==> src/rtl/memory_line.sv <==
// memory_line
//   One addressable row of a small register file. The row holds a WIDTH-bit
//   word in per-bit flip-flops. A word is written on the rising clock edge
//   when the row is selected and write-enabled. The stored word is driven
//   combinationally on dataOut while the row is selected and read-enabled.
//   In every other case dataOut is all zeros, so the outputs of all rows can
//   be OR-combined onto a shared read bus.
//
// Ports
//   clock    in   1      rising-edge clock for storage updates
//   reset    in   1      asynchronous active-low reset; loads RESET_VALUE
//   data1    in   WIDTH  write data, sampled only at the rising edge
//   select   in   1      row select from the address decoder; gates read and write
//   rE       in   1      read enable
//   wE       in   1      write enable
//   dataOut  out  WIDTH  stored word when selected and read-enabled, else zero
module memory_line #(
  parameter int                     WIDTH       = 8,
  parameter logic [WIDTH-1:0]       RESET_VALUE = '0
) (
  input  logic             clock,
  input  logic             reset,
  input  logic [WIDTH-1:0] data1,
  input  logic             select,
  input  logic             rE,
  input  logic             wE,
  output logic [WIDTH-1:0] dataOut
);

  logic             wr_en;
  logic             rd_en;
  logic [WIDTH-1:0] storage_d;
  logic [WIDTH-1:0] storage_q;

  // select gates both directions: a deselected row is fully inert.
  always_comb begin
    wr_en     = select & wE;
    rd_en     = select & rE;
    storage_d = storage_q;
    if (wr_en) begin
      storage_d = data1;
    end
  end

  // Each bit is an independent storage cell. Reset is asynchronous and
  // overrides any write that is in progress.
  always_ff @(posedge clock or negedge reset) begin
    if (!reset) begin
      storage_q <= RESET_VALUE;
    end else begin
      for (int i = 0; i < WIDTH; i++) begin
        storage_q[i] <= storage_d[i];
      end
    end
  end

  // Read straight from the cells, with no bypass from data1. During a
  // read-while-write cycle the old word is therefore visible until the edge.
  always_comb begin
    dataOut = '0;
    if (rd_en) begin
      dataOut = storage_q;
    end
  end

endmodule

==> config.mk <==
export PLATFORM = sky130hd
export DESIGN_NAME = memory_line
export DESIGN_NICKNAME = d
export VERILOG_FILES = /design/src/rtl/memory_line.sv
export SDC_FILE = /design/constraint.sdc
export NUM_CORES = 1
export LEC_CHECK = 0
export ABC_AREA = 0
export CAP_MARGIN = 20
export CORE_AREA = 10 10 47 49
export CTS_CLUSTER_DIAMETER = 150
export DETAILED_ROUTE_END_ITERATION = 8
export DIE_AREA = 0 0 57 59
export GPL_TIMING_DRIVEN = 0
export PLACE_DENSITY_LB_ADDON = 0.08
export SYNTH_ARGS = -nofsm -noshare
export SYNTH_HDL_FRONTEND = slang
export SYNTH_SLANG_ARGS = --single-unit
==> constraint.sdc <==
create_clock -name clock -period 1.65 [get_ports clock]
set_input_delay 0.2475 -clock clock [delete_from_list [all_inputs] [get_ports clock]]
set_output_delay 0.2475 -clock clock [all_outputs]
set_load 0.005 [all_outputs]
==> impl_metrics.csv <==
group,metric,value,unit
synthesis,synth_top_area_share,0.554,
clock_network,cts_buffer_depth,2,
synthesis,avgSynthCellArea,14.5,µm²
clock_network,cts_resized,2,
placement,gp_congestion,0.723,
routing,wl,989,µm
run,drv_cap,0,
sta,finalSetupViolations,0,
die,ios,21,
setup_path,worst_setup_path_startpoint,"rE",
layout,regMostFlops,"storage_q",
setup_path,rr_worst_depth,1,
layout,drive_gt1_frac,0.438,
global_routing,grt_pass1_wl,1530,µm
clock_network,cts.sinks,8,
clock_network,cts_hold_buf,0,
sta,maxSlewViolCount,0,
global_routing,grt_usage,0.0602,
routing,ant_nets,0,
sta,hold_viol,0,
synthesis,yosys_warnings,0,
setup_path,end_kind,"output port",
clock_network,cts_tree,"built",
routing,drc_errors,0,
placement,place_ws,-0.258,ns
sta,rsz0062_at_grt,"false",
sta,worst_pin_slew,0.354,ns
sta,finalCritPeriodShare,0.936,
setup_path,regToRegStartpoint,"storage_q[0]",
run_status,status,"finished clean",
die,die_w,57,µm
synthesis,synthTopCellsByCount,"8 x and3_2, 8 x dfrtp_1, 8 x mux2_2",
die,die_h,59,µm
synthesis,ys_seq_area_frac,0.554,
setup_path,critPathMaxFanout,8,
global_routing,grt_pass1_vias,339,
routing,firstDrtPassIters,2,
synthesis,synth_top_area_cell,"dfrtp_1",
layout,diodes,0,
sta,period_needed,1.54,ns
power_and_ir_drop,vdd_drop_max,262,µV
layout,fin_nets,63,
clock_network,numCtsBuffers,3,
layout,syn_to_final_growth,65.4,%
routing,wl_per_cell,15.5,µm
sta,fmax,0.647,GHz
worst_hold_path,hold_class,"in -> async",
setup_path,cp-endpoint,"dataOut[1]",
clock_network,clock_latency,0.25,ns
setup_path,cp.arrival,1.30,ns
global_routing,antenna_found_initial,0,
die,std_cell_rows,14,
setup_path,worst-setup-path-type,"in -> out",
synthesis,synth-edff-count,0,
routing,vias,294,
synthesis,synth_seq_cells,8,
power_and_ir_drop,leakage,0.266,nW
routing,via_per_inst,4.59,
synthesis,syn_inst,25,
global_routing,overflow,0,
sta,slew_headroom,0.763,
clock_network,postCtsSetupBuffers,0,
routing,drtIter0Drc,3,
global_routing,grt_max_degree,10,
die,start_util,0.258,
layout,reg_top3,"storage_q (8)",
sta,hold_ws,0.268,ns
sta,fin_ws,0.105,ns
die,design.core.area,1400,µm²
setup_path,critPathLaunchType,"primary input",
setup_path,rr_endpoint,"storage_q[0]",
synthesis,synth-async-reset-ratio,1.00,
setup_path,worstPathRequired,1.40,ns
placement,io_buffers,20,
synthesis,syn_nets,38,
sta,fin_worst_skew,0,ns
layout,largest_reg_flops,8,
clock_network,root_buffer,"clkbuf_4",
clock_network,clk_pin_slew,0.05,ns
setup_path,worst-r2r-setup-slack,0.91,ns
synthesis,ys.flop_type,"dfrtp_1",
synthesis,synth_area,362,µm²
clock_network,htreeDepth,1,
synthesis,ys_top_cells_by_area,"dfrtp_1 55%, mux2_2 25%, and3_2 17%",
synthesis,synthDistinctLibCells,4,
die,fp.dieArea,3360,µm²
power_and_ir_drop,power.density,828,nW/µm²
## power breakdown
part / total [W] / internal, W / switching [W]
sequential: 0.000236 / 0.000225 / 0.0000110
clock: 0.000151 / 0.0000833 / 0.0000678
combinational: 0.000108 / 0.0000756 / 0.0000320
total: 0.000495 / 0.000384 / 0.000111
## area by class of cell
| type | instances | area, µm² |
|---|---|---|
| fill | 144 | 803 |
| sequential | 8 | 200 |
| timing repair buffer | 20 | 194 |
| multi-input combinational | 17 | 161 |
| clock buffer | 3 | 22.5 |
| tap | 16 | 20.0 |
## cell usage in the layout (no fill, tap or decap)
cell type and n:
and3_2 8, clkbuf_2 1, clkbuf_4 3, nand2_4 1
clkdlybuf4s50_1 18, dlygate4sd2_1 1, mux2_2 8, dfrtp_1 8
## cells by family after synthesis
group,synth area share
and+or+nand+nor,0.197
DFF,0.554
muxes,0.249
## layer usage
| metal | routed length, µm | GRT usage | up-vias |
|---|---|---|---|
| li1 | - | - | 139 |
| met1 | 375 | 0.0584 | 143 |
| met2 | 511 | 0.0977 | 12 |
| met3 | 102 | 0.0322 | 0 |
| met4 | 0 | 0.0403 | 0 |
| met5 | 0 | 0 | - |
## through the flow
| stage | cell area, µm² | power, W | instances | utilization | setup TNS (ns) |
|---|---|---|---|---|---|
| floorplan | 362 | 0.000282 | 25 | - | 0 |
| detailed placement | 582 | 0.000352 | 61 | 0.415 | -2.01 |
| finish | 598 | 0.000495 | 64 | 0.427 | 0 |
| global route | 598 | 0.000520 | 64 | 0.427 | 0 |
| global placement | 582 | 0.000347 | 61 | 0.415 | -1.78 |
| CTS | 602 | 0.000507 | 64 | 0.429 | 0 |
## worst min-delay path by stage
| stage | from | slack [ns] | cells after the start | endpoint |
|---|---|---|---|---|
| after floorplan | reset | -0.05 | 0 | storage_q[0] |
| after global placement | storage_q[4] | 0.48 | 1 | storage_q[4] |
| after global routing | reset | 0.29 | 1 | storage_q[4] |
| after CTS | reset | 0.27 | 1 | storage_q[4] |
| after detailed placement | storage_q[2] | 0.49 | 1 | storage_q[2] |
| final | reset | 0.27 | 1 | storage_q[6] |
## worst max-delay path: stages
cell and delay (ns):
dlygate4sd2_1 0.33, and3_2 0.22, clkdlybuf4s50_1 0.50
(Power assumes the default switching activity.)
